[src/rtl/uart_pkg.sv]
`default_nettype none
// ============================================================================
//  Module   : uart_pkg
//  Purpose  : Shared UART definitions used by uart_tx and uart_rx: frame data
//             width, FSM state encoding and the clocks-per-bit helper.
//  Ports    : none (package)
//  Revision : 1.0  initial release
// ============================================================================
package uart_pkg;

  localparam int DATA_BITS = 8;

  typedef enum logic [1:0] {
    IDLE  = 2'd0,
    START = 2'd1,
    DATA  = 2'd2,
    STOP  = 2'd3
  } uart_state_e;

  // Integer division: any fractional remainder is dropped, matching uart_tx.
  function automatic int clks_per_bit(input int input_clk, input int baud_rate);
    return input_clk / baud_rate;
  endfunction

endpackage : uart_pkg
`default_nettype wire

[src/rtl/uart_sync.sv]
`default_nettype none
// ============================================================================
//  Module   : uart_sync
//  Purpose  : Two-flop synchroniser for a single asynchronous input bit.
//  Ports    : clk      in  1  sampling clock
//             reset    in  1  synchronous active-high reset
//             d_i      in  1  asynchronous input
//             q_o      out 1  synchronised output (2 cycles latency)
//  Params   : RESET_VAL  value both flops take in reset (idle level of d_i)
//  Revision : 1.0  initial release
// ============================================================================
module uart_sync #(
  parameter logic RESET_VAL = 1'b1
) (
  input  logic clk,
  input  logic reset,
  input  logic d_i,
  output logic q_o
);

  logic meta_q;
  logic sync_q;

  always_ff @(posedge clk) begin
    if (reset) begin
      meta_q <= RESET_VAL;
      sync_q <= RESET_VAL;
    end else begin
      meta_q <= d_i;
      sync_q <= meta_q;
    end
  end

  assign q_o = sync_q;

endmodule : uart_sync
`default_nettype wire

[src/rtl/uart_rx.sv]
`default_nettype none
// ============================================================================
//  Module   : uart_rx
//  Purpose  : 8N1 UART receiver. Synchronises the serial line, detects the
//             falling edge of the start bit, samples each bit at its centre
//             and presents the received byte with a one-cycle valid pulse.
//  Ports    : clk        in  1  sole clock, rising edge
//             reset      in  1  synchronous active-high reset
//             rx         in  1  asynchronous serial input, idles high
//             rx_data    out 8  last good byte, held until the next good frame
//             rx_valid   out 1  one-cycle pulse when rx_data updates
//             frame_err  out 1  one-cycle pulse when the stop bit is low
//             rx_busy    out 1  high while a frame is in progress
//  Params   : INPUT_CLK  clock frequency in Hz
//             BAUD_RATE  line rate in bit/s
//  Revision : 1.0  initial release
// ============================================================================
module uart_rx
  import uart_pkg::*;
#(
  parameter int INPUT_CLK = 100_000_000,
  parameter int BAUD_RATE = 115_200
) (
  input  logic                 clk,
  input  logic                 reset,
  input  logic                 rx,
  output logic [DATA_BITS-1:0] rx_data,
  output logic                 rx_valid,
  output logic                 frame_err,
  output logic                 rx_busy
);

  localparam int N     = clks_per_bit(INPUT_CLK, BAUD_RATE);
  localparam int H     = N / 2;
  localparam int CNT_W = $clog2(N);
  localparam int IDX_W = $clog2(DATA_BITS);

  localparam logic [CNT_W-1:0] CNT_HALF = CNT_W'(H - 1);
  localparam logic [CNT_W-1:0] CNT_LAST = CNT_W'(N - 1);
  localparam logic [IDX_W-1:0] IDX_LAST = IDX_W'(DATA_BITS - 1);

  // Too few clocks per bit leaves no room for a centred sample point.
  generate
    if (N < 4) begin : g_bad_clk_ratio
      $error("uart_rx: INPUT_CLK/BAUD_RATE must be at least 4");
    end
  endgenerate

  logic                 rx_s;
  logic                 prev_q;
  uart_state_e          state_q;
  logic [CNT_W-1:0]     cnt_q;
  logic [IDX_W-1:0]     idx_q;
  logic [DATA_BITS-1:0] shift_q;
  logic                 start_det;

  uart_sync #(
    .RESET_VAL (1'b1)
  ) u_sync (
    .clk   (clk),
    .reset (reset),
    .d_i   (rx),
    .q_o   (rx_s)
  );

  // Falling edge only: a line parked low cannot start a second frame.
  assign start_det = ~rx_s & prev_q;

  always_ff @(posedge clk) begin
    if (reset) begin
      state_q   <= IDLE;
      cnt_q     <= '0;
      idx_q     <= '0;
      shift_q   <= '0;
      prev_q    <= 1'b1;
      rx_data   <= '0;
      rx_valid  <= 1'b0;
      frame_err <= 1'b0;
    end else begin
      prev_q    <= rx_s;
      rx_valid  <= 1'b0;
      frame_err <= 1'b0;
      cnt_q     <= cnt_q + CNT_W'(1);

      case (state_q)
        IDLE: begin
          if (start_det) begin
            state_q <= START;
            cnt_q   <= '0;
          end
        end

        START: begin
          // Re-check the line at mid start bit to reject short glitches.
          if (cnt_q == CNT_HALF) begin
            cnt_q <= '0;
            if (!rx_s) begin
              state_q <= DATA;
              idx_q   <= '0;
            end else begin
              state_q <= IDLE;
            end
          end
        end

        DATA: begin
          // Counter restarts per bit so each sample stays one bit period
          // after the previous one, mid-bit.
          if (cnt_q == CNT_LAST) begin
            cnt_q   <= '0;
            shift_q <= {rx_s, shift_q[DATA_BITS-1:1]};
            idx_q   <= idx_q + IDX_W'(1);
            if (idx_q == IDX_LAST) begin
              state_q <= STOP;
            end
          end
        end

        STOP: begin
          // Leaving at mid stop bit lets a back-to-back start edge be seen.
          if (cnt_q == CNT_LAST) begin
            cnt_q   <= '0;
            state_q <= IDLE;
            if (rx_s) begin
              rx_data  <= shift_q;
              rx_valid <= 1'b1;
            end else begin
              frame_err <= 1'b1;
            end
          end
        end

        default: begin
          state_q <= IDLE;
          cnt_q   <= '0;
        end
      endcase
    end
  end

  assign rx_busy = (state_q != IDLE);

endmodule : uart_rx
`default_nettype wire

[config.mk]
export PLATFORM = sky130hd
export DESIGN_NAME = uart_rx
export DESIGN_NICKNAME = d
export VERILOG_FILES = /design/src/rtl/uart_pkg.sv /design/src/rtl/uart_sync.sv /design/src/rtl/uart_rx.sv
export SDC_FILE = /design/constraint.sdc
export NUM_CORES = 1
export LEC_CHECK = 0
export BUFFER_PORTS_ARGS = -buffer_cell sky130_fd_sc_hd__buf_4
export CORE_MARGIN = 10
export CORE_UTILIZATION = 52
export DETAILED_ROUTE_END_ITERATION = 8
export PLACE_DENSITY_LB_ADDON = 0.1
export SYNTH_ARGS = -nofsm -noshare
export SYNTH_HDL_FRONTEND = slang
export SYNTH_HIERARCHICAL = 1
export SYNTH_SLANG_ARGS = --single-unit
[constraint.sdc]
create_clock -name clk -period 1.85 [get_ports clk]
set_clock_uncertainty 0.15 [all_clocks]
set_input_delay 0.2775 -clock clk [delete_from_list [all_inputs] [get_ports clk]]
set_output_delay 0.2775 -clock clk [all_outputs]
set_load 0.02 [all_outputs]
==> run_results.csv <==
group,metric,value,unit
run_status,status,"complete, no violations",
sta,worst_pin_slew,0.282,ns
final_layout,drive_gt1_share,30.7,%
synthesis,avgSynthCellArea,10.5,µm²
routing,first_pass_iters,4,
synthesis,syn_nets,161,
synthesis,async_flop_share,0,%
critical_path,cp_max_fo,6,
final_layout,multi_input_area,862,µm²
final_layout,fin_area,1900,µm²
clock_network,clockBufferDepth,2,
final_layout,nets,185,
flow_run,drv_cap,0,
clock_network,numCtsBuffers,5,
power,power_density,800,nW/µm²
power,leakagePower,0.700,nW
floorplanning,io_pins,14,
synthesis,ys_seq_elements,36,
synthesis,synth.top_cell.area_share,44.6,%
critical_path,worstPathArrival,1.86,ns
sta,fmax,0.578,GHz
synthesis,synthCells,154,
final_layout,nFillCells,255,
sta,final_hold_viol_count,0,
critical_path,critPathLaunchType,"flip-flop",
synthesis,ys_types,38,
critical_path,crit_type,"flip-flop to flip-flop",
sta,final-max-slew-violation-count,0,
floorplanning,die_area,5740,µm²
placed_design,dp_cells,202,
global_route,grt_overflow,0,
sta,rsz0062_at_grt,"false",
floorplanning,core,3000,µm²
min_path,hold_depth,2,
critical_path,reg2regPathDepth,4,
final_layout,instances_no_fill,212,
global_route,grt_pass1_wl,4920,µm
placed_design,gp_congestion,0.824,
placed_design,portBuffers,13,
critical_path,crit_path_end_kind,"flip-flop",
routing,avgRoutedWirePerCell,13.5,µm
critical_path,required,1.98,ns
global_route,grt_pass1_vias,1151,
routing,via_per_inst,5.39,
final_layout,utilization,63.2,%
synthesis,ys.flop_type,"dfxtp_1",
clock_network,cts.clk_slew.worst_paths,0.10,ns
placed_design,placed_cell_area,1780,µm²
final_layout,register_area,722,µm²
final_layout,diodes,0,
synthesis,ys_top_cells_by_count,"36 x dfxtp_1, 15 x mux2i_1, 13 x nor2_1, 13 x or2b_2",
routing,drt_wl_total,2870,µm
routing,drcViolationCount,0,
placed_design,dp_hpwl,2010,µm
global_route,grt_start_max_net_pins,31,
global_route,antenna_found_initial,0,
synthesis,synthTopCellsByArea,"dfxtp_1 45%, mux2i_1 9.3%, or2b_2 7.0%",
synthesis,synth-seq-area-share,44.6,%
routing,ant_nets,0,
floorplanning,rows,20,
clock_network,root_buffer,"clkbuf_4",
synthesis,synth_top_cell_by_area,"dfxtp_1",
floorplanning,initial_core_util,53.8,%
clock_network,cts_sinks,36,
power,power,1.52,mW
synthesis,synth_edf_count,0,
synthesis,yosys_warnings,6,
clock_network,clk_latency,0.35,ns
min_path,min_path_type,"input pin to flip-flop",
sta,setup_viol,0,
final_layout,area_growth_syn_to_layout,17.4,%
sta,fin_crit,1.73,ns
clock_network,cts_max_level,2,
synthesis,synth_most_common_cell,"dfxtp_1",
sta,setup_tns,0,ns
power,peakVddDrop,0.425,mV
synthesis,synth_area,1620,µm²
floorplanning,fp.dieH,75.7,µm
sta,fin_crit_sh,93.4,%
global_route,grt_usage,11.2,%
sta,relSlewSlack,81.2,%
clock_network,cts_tree,"yes",
floorplanning,die_x,75.7,µm
routing,drt_iter0_markers,77,
routing,vias,1143,
==> placed cells by master (no fill, tap or decap), types with 2 or more instances in the layout <==
cell,instances
or2b_2,13
nor4_1,2
nand3b_1,3
xnor2_1,2
nand2_1,3
o21ai_0,7
nand3_1,4
nor2b_1,2
xor2_1,6
dfxtp_1,35
buf_4,20
nand4_1,3
inv_1,4
or3_1,2
ha_1,3
and4_2,2
nor3b_1,3
nand2b_1,7
clkbuf_4,5
or2_1,3
nor2_1,13
mux2i_1,15
or2_2,2
==> final cells by class <==
cell class,instances,area share [%]
flip-flops and latches,36,38.1
repair buffers,22,9.50
inverters,4,0.792
multi-input cells,109,45.4
well taps,33,2.18
clock buffers,6,2.18
clock inverters,2,1.85
==> path summary, 6_finish.rpt <==
kind,startpoint,end,slack (ns)
worst min register to register,u_sync/meta_q,u_sync/q_o,0.27
worst max-delay path,cnt_q[6],state_q[0],0.12
worst min-delay path,reset,flip-flop,0.13
worst max register to register,cnt_q[6],state_q[0],0.12
==> worst max-delay path, cell delays in order (launching register included) <==
cell and delay (ns):
dfxtp_1 0.47, and4bb_2 0.33, nand4_4 0.17, or3_1 0.39, a31oi_1 0.15
==> repair_timing <==
action | in CTS | in global routing
pin swaps | 0 | 3
buffers inserted | 0 | 1
hold buffers | 1 | 0
endpoints found under the setup margin | 4 | 17
resized for setup | 1 | 3
hold endpoints to repair | 1 | 0
==> where the power goes <==
part	leakage (nW)	switching [mW]	internal, mW
Combinational	0.366	0.0812	0.0699
Sequential	0.292	0.0254	0.797
Clock	0.0422	0.261	0.283
==> cell families after synthesis <==
| family | after synthesis | share of synthesized area, % |
|---|---|---|
| simple gates | 70 | 30.7 |
| flops | 36 | 44.6 |
| mux | 15 | 9.29 |
| compound gates | 12 | 4.88 |
| buf+inv | 9 | 3.10 |
| xor+xnor | 8 | 4.34 |
| fa+ha+maj | 4 | 3.10 |
==> metrics by stage <==
step | hold WS (ns) | setup slack, ns
after global placement | 0.241 | 0.0875
after CTS | 0.118 | 0.0472
after floorplan | 0.225 | 0.128
after global routing | 0.145 | 0.00786
after detailed placement | 0.254 | 0.0468
final | 0.130 | 0.121
==> flip-flops by register name (all words and copies together) (netlist names), named ones only <==
name           count
cnt_q             10
rx_data            8
u_sync/q_o         1
u_sync/meta_q      1
shift_q            8
idx_q              3
frame_err          1
prev_q             1
rx_valid           1
state_q            1
==> routing by layer <==
layer / vias to the layer above / track usage, % / share of wire (%)
met4: 0 / 4.95 / 1.8
li1: 579 / - / -
met5: - / 0 / 0
met2: 29 / 18.5 / 47
met3: 6 / 4.43 / 5.9
met1: 529 / 12.4 / 45
No activity file was read; power rests on OpenSTA's default activity.
